### config.mk
export PLATFORM = sky130hd
export DESIGN_NAME = barrel_shifter_ctrl
export DESIGN_NICKNAME = d
export VERILOG_FILES = /design/src/rtl/barrel_shifter_ctrl.sv
export SDC_FILE = /design/constraint.sdc
export NUM_CORES = 1
export LEC_CHECK = 0
export BUFFER_PORTS_ARGS = -buffer_cell sky130_fd_sc_hd__buf_2
export CORE_MARGIN = 2
export CORE_UTILIZATION = 45
export CTS_CLUSTER_DIAMETER = 150
export DETAILED_ROUTE_END_ITERATION = 7
export PLACE_DENSITY = 0.75
export SYNTH_ARGS = -nofsm -noshare
export SYNTH_HDL_FRONTEND = slang
export SYNTH_SLANG_ARGS = --single-unit
### constraint.sdc
create_clock -name i_clk -period 3.1 [get_ports i_clk]
set_input_delay 0.62 -clock i_clk [delete_from_list [all_inputs] [get_ports i_clk]]
set_output_delay 0.62 -clock i_clk [all_outputs]
set_load 0.01 [all_outputs]
### src/rtl/barrel_shifter_ctrl.sv
// rtl/barrel_shifter_ctrl.sv - two-stage valid/ready wrapper around the 8-bit rotate datapath
module barrel_shifter_ctrl #(
  parameter int CNT_W = 16
) (
  input  logic             i_clk,
  input  logic             i_rst,
  input  logic             i_valid,
  output logic             o_ready,
  input  logic [7:0]       i_data,
  input  logic [4:0]       i_amt,
  input  logic             i_dir,
  output logic [7:0]       o_sh_a,
  output logic [2:0]       o_sh_k,
  input  logic [7:0]       i_sh_y,
  output logic             o_valid,
  input  logic             i_ready,
  output logic [7:0]       o_data,
  output logic [2:0]       o_k_eff,
  output logic             o_busy,
  output logic [CNT_W-1:0] o_cnt
);

  // Stage 1 holds the operands presented to the shifter.
  logic             v1_q, v1_d;
  logic [7:0]       a1_q, a1_d;
  logic [2:0]       k1_q, k1_d;
  // Stage 2 captures the shifter result for the consumer.
  logic             v2_q, v2_d;
  logic [7:0]       y2_q, y2_d;
  logic [2:0]       k2_q, k2_d;
  logic [CNT_W-1:0] cnt_q, cnt_d;

  logic [2:0] k_eff;
  logic       adv2;
  logic       acc;
  logic       out_hs;

  // Fold direction into a right-rotate amount; a left rotate by n is a right rotate by -n mod 8.
  always_comb begin
    k_eff = i_dir ? (3'd0 - i_amt[2:0]) : i_amt[2:0];
  end

  // Handshake control: S2 can move when empty or being drained; S1 can load when S2 makes room.
  always_comb begin
    adv2    = ~v2_q | i_ready;
    o_ready = ~i_rst & (~v1_q | adv2);
    acc     = i_valid & o_ready;
    out_hs  = v2_q & i_ready;
  end

  // Next-state for both pipeline stages and the completion counter.
  always_comb begin
    v1_d  = v1_q;
    a1_d  = a1_q;
    k1_d  = k1_q;
    v2_d  = v2_q;
    y2_d  = y2_q;
    k2_d  = k2_q;
    cnt_d = cnt_q;

    if (acc) begin
      v1_d = 1'b1;
      a1_d = i_data;
      k1_d = k_eff;
    end else if (adv2) begin
      v1_d = 1'b0;
    end

    if (adv2) begin
      v2_d = v1_q;
      if (v1_q) begin
        y2_d = i_sh_y;
        k2_d = k1_q;
      end
    end

    if (out_hs) begin
      cnt_d = cnt_q + {{(CNT_W-1){1'b0}}, 1'b1};
    end
  end

  // State registers; reset discards anything in flight.
  always_ff @(posedge i_clk) begin
    if (i_rst) begin
      v1_q  <= 1'b0;
      a1_q  <= 8'h00;
      k1_q  <= 3'd0;
      v2_q  <= 1'b0;
      y2_q  <= 8'h00;
      k2_q  <= 3'd0;
      cnt_q <= '0;
    end else begin
      v1_q  <= v1_d;
      a1_q  <= a1_d;
      k1_q  <= k1_d;
      v2_q  <= v2_d;
      y2_q  <= y2_d;
      k2_q  <= k2_d;
      cnt_q <= cnt_d;
    end
  end

  // Outputs come straight from registers, keeping input data paths off the outputs.
  always_comb begin
    o_sh_a  = a1_q;
    o_sh_k  = k1_q;
    o_valid = v2_q;
    o_data  = y2_q;
    o_k_eff = k2_q;
    o_busy  = v1_q | v2_q;
    o_cnt   = cnt_q;
  end

endmodule
==> results.py, run 1 <==
metrics = {
    "outcome": {
        "status": "finished, final reports clean",
    },
    "place": {
        "dp_hpwl_um": 2390,
        "gp_congestion": 0.715,
        "portBuffers": 64,
    },
    "timing": {
        "worst_pin_slew_ns": 0.664,
        "slew_headroom_pct": 55.7,
        "rsz0062_at_grt": "no",
        "setup_violations": 0,
        "skew_ns": 0.00204,
        "maxSlewViolCount": 0,
        "hold_viol": 0,
        "fmax_ghz": 0.520,
        "finalCriticalPeriod_ns": 1.92,
        "fin_tns_setup_ns": 0,
        "period_share_pct": 62.0,
    },
    "critical_path": {
        "rrSetupSlack_ns": 1.40,
        "crit_path_end_kind": "output pin",
        "start_kind": "input port",
        "cpMostUsedCell": "buf_2",
        "crit_type": "in -> out",
        "crit_chain": "buf_2 > and2b_2 > a21oi_1 > buf_2",
        "crit_start": "i_ready",
        "crit_arrival_ns": 1.30,
        "r2r-end": "o_cnt[15]",
        "ff2ff_path_depth": 4,
        "crit_end": "o_ready",
        "worstPathRequired_ns": 2.48,
        "critPathMaxFanout": 7,
        "reg2reg_from": "o_cnt[3]",
        "cpPeakStageDelay_ns": 0.26,
        "slowest_stage": "and2b_2",
    },
    "global_route": {
        "grt_pass1_vias": 1381,
        "grt_usage_pct": 18.2,
        "grt_pass1_wl_um": 5950,
        "overflow": 0,
        "antenna_found_initial": 0,
        "grt_max_degree": 35,
    },
    "cts": {
        "cts_tree": "done",
        "clockBufferDepth": 2,
        "cts.sinks": 40,
        "cts_inserted_buffers": 5,
        "insertion_delay_ns": 0.34,
        "cts_resized": 0,
        "htree_levels": 2,
        "root_buffer": "clkbuf_4",
        "cts_setup_buffers": 0,
        "clkSlewWorstSetupHoldPaths_ns": 0.11,
        "cts_hold_buf": 0,
    },
    "logic_synthesis": {
        "synth.ff_latch_count": 40,
        "async_flop_share_pct": 0,
        "ys.flop_type": "dfxtp_1",
        "netlist_instances": 179,
        "avgSynthCellArea_um2": 9.14,
        "mappedNetlistArea_um2": 1640,
        "ys_seq_area_share_pct": 48.9,
        "ys_types": 32,
        "synth_edf_count": 0,
        "ys_warn_count": 0,
        "syn_nets": 207,
    },
    "floorplan": {
        "die-area_um2": 4140,
        "placeableCoreArea_um2": 3420,
        "num_io_pins": 67,
        "rows": 21,
        "die_w_um": 64.3,
        "die_y_um": 64.3,
        "start_util_pct": 47.9,
    },
    "drt": {
        "num_vias": 1438,
        "vias_per_cell": 4.94,
        "drt_pass1_iterations": 4,
        "wl_met1_um": 1500,
        "drc": 0,
        "drt_wl_total_um": 3390,
        "route.met3.wl_um": 251,
        "drt_iter0_markers": 42,
        "wl_met2_um": 1590,
        "top_layer": "met4",
        "final_antenna_net_count": 0,
        "routedWlPerCell_um": 11.6,
    },
    "power_and_ir_drop": {
        "p_leak_nw": 1.02,
        "switching_power_mw": 0.227,
        "swShare_pct": 24.9,
        "p_int_mw": 0.686,
        "pwr-share-clk_pct": 29.9,
        "seq_power_share_pct": 59.7,
        "pwr_density_cell_nw_per_um2": 444,
        "power_frac_comb_pct": 10.4,
        "ir_drop_v": 0.000290,
        "totalPowerFinal_mw": 0.913,
    },
    "cells_and_area": {
        "area_delta_synth_final_pct": 25.6,
        "fillers": 334,
        "fin_nets": 272,
        "final_common_cell": "buf_2",
        "final_util_pct": 60.2,
        "final_cell_mix": "buf_2 (64), dfxtp_1 (40), nor2_1 (26), o21ai_0 (14), mux2i_1 (12)",
        "diodes": 0,
        "drive_gt1_share_pct": 32.2,
    },
    "min_path": {
        "min_from": "o_cnt[1]",
        "worstHoldPathType": "reg -> reg",
    },
    "flow_run": {
        "drv_cap": 0,
    },
}
## worst max-delay path: cells and delay by family
kind / cells / cell delay, ns
AOI/OAI and AO/OA: 1 / 0.13
and+or+nand+nor: 1 / 0.26
buffers and inverters: 2 / 0.29
## state kept, by name, summed over array words and instances (netlist names)
signal and count:
o_k_eff 3, o_data 8, o_sh_k 3, o_cnt 16, o_sh_a 8, v1_q 1
o_valid 1
## worst min path at each step
stage	endpoint	slack [ns]	depth (start not counted)
3_5_place_dp	o_sh_a[1]	0.47	2
4_1_cts	v1_q	0.49	3
2_1_floorplan	o_cnt[15]	0.50	2
5_1_grt	o_data[7]	0.49	3
6_report	o_cnt[1]	0.50	2
3_3_place_gp	o_sh_a[1]	0.47	2
## synth_stat cells (5+ instances only)
master | n | share of area [%]
nand3b_1 | 10 | 4.6
o21ai_0 | 14 | 4.3
inv_1 | 11 | 2.5
mux2i_1 | 12 | 7.3
dfxtp_1 | 40 | 49
a21oi_1 | 7 | 2.1
nand4_1 | 5 | 1.9
xor2_1 | 7 | 3.7
nand2_1 | 7 | 1.6
nor2_1 | 26 | 6.0
nand3_1 | 6 | 1.8
xnor2_1 | 5 | 2.7
clkbuf_1 | 6 | 1.4
## cell type report
cell class                 count  area (um2)  share of cell area [%]
clock inverter                 2        10.0                   0.487
clock buffer                   6        51.3                    2.50
tap                           46        57.6                    2.80
timing repair buffer          65         328                    15.9
sequential                    40         801                    39.0
multi-input combinational    121         767                    37.3
inverter                      11        41.3                    2.01
## power groups by stage
| stage | registers (mW) | clock network (mW) | logic [mW] |
|---|---|---|---|
| floorplan | 0.564 | 0 | 0.0447 |
| global placement | 0.556 | 0 | 0.0946 |
| detailed placement | 0.556 | 0 | 0.0963 |
| CTS | 0.545 | 0.286 | 0.0968 |
| global route | 0.548 | 0.307 | 0.109 |
| finish | 0.545 | 0.273 | 0.0952 |
## layer usage
| metal | vias to the layer above | global-route usage (%) |
|---|---|---|
| met4 | 0 | 5.05 |
| met1 | 645 | 21.4 |
| met3 | 5 | 7.39 |
| met2 | 48 | 30.6 |
| li1 | 740 | - |
| met5 | - | 0 |
## through the flow
step	worst slack (ns)	std cells	area (um2)	hold slack [ns]
5_1_grt	1.10	291	2060	0.487
4_1_cts	1.18	291	2060	0.485
3_5_place_dp	1.07	283	1990	0.474
3_3_place_gp	1.07	283	1990	0.465
2_1_floorplan	1.41	179	1640	0.502
6_report	1.18	291	2060	0.498
## cell families after synthesis
family / Yosys count / share of synthesized area, %
flops: 40 / 48.9
buf+inv: 18 / 4.20
fa+ha+maj: 2 / 1.53
mux: 12 / 7.34
simple gates: 72 / 24.2
compound gates: 23 / 7.42
xor+xnor: 12 / 6.42
No activity file was read; power rests on OpenSTA's default activity.
==> inputs of run 2 (changes only) <==
==> constraint.sdc (replaced) <==
create_clock -name i_clk -period 2 [get_ports i_clk]
set_input_delay 0.4 -clock i_clk [delete_from_list [all_inputs] [get_ports i_clk]]
set_output_delay 0.4 -clock i_clk [all_outputs]
set_load 0.01 [all_outputs]
==> run 2 against run 1 <==
  * Register-to-register slack lost 1.1 ns
  * Sequential power grew 55%
  * Core utilization is 1.5 points higher
  * Global-route usage decreased by 1.3 points
  * Flip-flop and latch count unchanged
  * First-iteration DRC count increased by 88%
  * Sequential share of layout area decreased by 0.95 points
  * Worst setup slack got worse by 0.90 ns
  * Combinational power rose by 55%
  * Critical path depth did not move
  * Wire length fell by 1.2%
  * Critical path type is now reg -> reg
==> results.py, run 2 (synthesis gave the netlist of run 1 again) <==
metrics = {
    "drt": {
        "final_antenna_net_count": 0,
        "routedWlPerCell_um": 11.5,
        "drt_iter0_markers": 79,
        "vias_per_cell": 4.99,
        "drt_wl_total_um": 3350,
        "drc": 0,
        "num_vias": 1458,
        "drt_pass1_iterations": 4,
    },
    "timing": {
        "finalCriticalPeriod_ns": 1.72,
        "period_share_pct": 86.2,
        "rsz0062_at_grt": "no",
        "skew_ns": 0.00775,
        "setup_violations": 0,
        "maxSlewViolCount": 0,
        "fin_tns_setup_ns": 0,
        "worst_pin_slew_ns": 0.688,
        "fmax_ghz": 0.580,
        "hold_viol": 0,
        "slew_headroom_pct": 54.1,
    },
    "floorplan": {
        "die_y_um": 64.3,
        "die_w_um": 64.3,
        "rows": 21,
        "start_util_pct": 47.9,
        "num_io_pins": 67,
        "placeableCoreArea_um2": 3420,
        "die-area_um2": 4140,
    },
    "place": {
        "dpl_cell_area_um2": 2010,
        "gp_congestion": 0.726,
        "portBuffers": 64,
        "dp_hpwl_um": 2320,
    },
    "cts": {
        "insertion_delay_ns": 0.35,
        "cts_inserted_buffers": 5,
        "cts.sinks": 40,
        "root_buffer": "clkbuf_4",
        "cts_hold_buf": 0,
        "cts_tree": "done",
        "cts_resized": 0,
        "cts_setup_buffers": 0,
        "htree_levels": 2,
        "clkSlewWorstSetupHoldPaths_ns": 0.11,
        "clockBufferDepth": 2,
    },
    "outcome": {
        "status": "finished, final reports clean",
    },
    "critical_path": {
        "worst-path-buf-inv": 0,
        "crit_arrival_ns": 1.98,
        "crit_path_end_kind": "flip-flop",
        "crit_type": "reg -> reg",
        "ff2ff_path_depth": 4,
        "path_depth": 4,
        "crit_chain": "and2b_2 > nand2b_1 > mux2i_1 > nor2_1",
        "r2r-end": "o_data[1]",
        "rrSetupSlack_ns": 0.28,
        "reg2reg_from": "o_valid",
        "start_kind": "flip-flop",
        "cpPeakStageDelay_ns": 0.56,
        "critPathMaxFanout": 11,
        "path_delay_family": "simple AND/OR/NAND/NOR gates",
        "slowest_stage": "nand2b_1",
        "worstPathRequired_ns": 2.25,
    },
    "cells_and_area": {
        "diodes": 0,
        "design_area_um2": 2110,
        "final_cell_mix": "buf_2 (64), dfxtp_1 (40), nor2_1 (26), o21ai_0 (14), mux2i_1 (12)",
        "drive_gt1_share_pct": 32.5,
        "final_common_cell": "buf_2",
        "area_delta_synth_final_pct": 28.7,
        "largest_reg_flops": 16,
        "fin_nets": 274,
        "fillers": 323,
    },
    "global_route": {
        "grt_usage_pct": 17.0,
        "grt_pass1_wl_um": 5440,
        "grt_max_degree": 22,
        "antenna_found_initial": 0,
        "grt_pass1_vias": 1290,
        "overflow": 0,
    },
    "min_path": {
        "worstHoldPathType": "in -> reg",
        "holdPathStages": 3,
        "min_from": "i_valid",
        "min_to": "v1_q",
    },
    "power_and_ir_drop": {
        "pwr_density_cell_nw_per_um2": 774,
        "ir_drop_v": 0.000429,
        "p_leak_nw": 1.04,
    },
    "flow_run": {
        "drv_cap": 0,
    },
}
-- run 2: cell count changes in the layout (fill, tap and decap cells not counted) --
| cell | before | now |
|---|---|---|
| clkbuf_8 | 1 | 0 |
| buf_4 | 1 | 3 |
| bufinv_16 | 0 | 2 |
| clkinv_2 | 2 | 0 |
-- run 2: how the worst max path moves through the flow --
stage | slack, ns | from | to
finish | 0.28 | o_valid | o_data[1]
global route | 0.14 | o_valid | o_data[5]
detailed placement | 0.17 | i_ready | o_data[1]
CTS | 0.26 | o_valid | o_data[1]
global placement | 0.18 | i_ready | o_data[4]
floorplan | 0.44 | o_valid | o_cnt[15]
-- run 2: final cells by class --
cell class | count | area (um2) | share of cell area (%)
clock inverters | 2 | 60.1 | 2.85
flip-flops and latches | 40 | 801 | 38.0
well taps | 46 | 57.6 | 2.73
multi-input cells | 121 | 767 | 36.4
inverters | 11 | 41.3 | 1.96
repair buffers | 67 | 343 | 16.3
clock buffers | 5 | 37.5 | 1.78
-- run 2: stage by stage --
stage	power [mW]	hold slack (ns)	setup slack [ns]	utilization [%]	cells
after floorplan	0.944	0.502	0.435	-	179
after global placement	1.01	0.465	0.181	58.8	285
after detailed placement	1.01	0.474	0.169	58.8	285
after CTS	1.65	0.267	0.262	61.7	292
after global routing	1.70	0.286	0.141	61.7	292
final	1.63	0.270	0.276	61.7	292
-- run 2: where the power goes --
group / switching [mW] / total, mW / internal, mW
Clock: 0.255 / 0.638 / 0.383
Combinational: 0.0773 / 0.148 / 0.0710
Sequential: 0.0192 / 0.845 / 0.826
-- run 2: layer usage --
layer / part of all wire [%] / track usage, %
met1: 45 / 18.2
met2: 45 / 29.4
met3: 7.6 / 6.16
met4: 1.8 / 7.98
met5: 0 / 0
-- run 2: worst min-delay path, cell delays in order --
cell and delay [ns]:
buf_2 0.09, a21oi_1 0.03, nor2_1 0.07
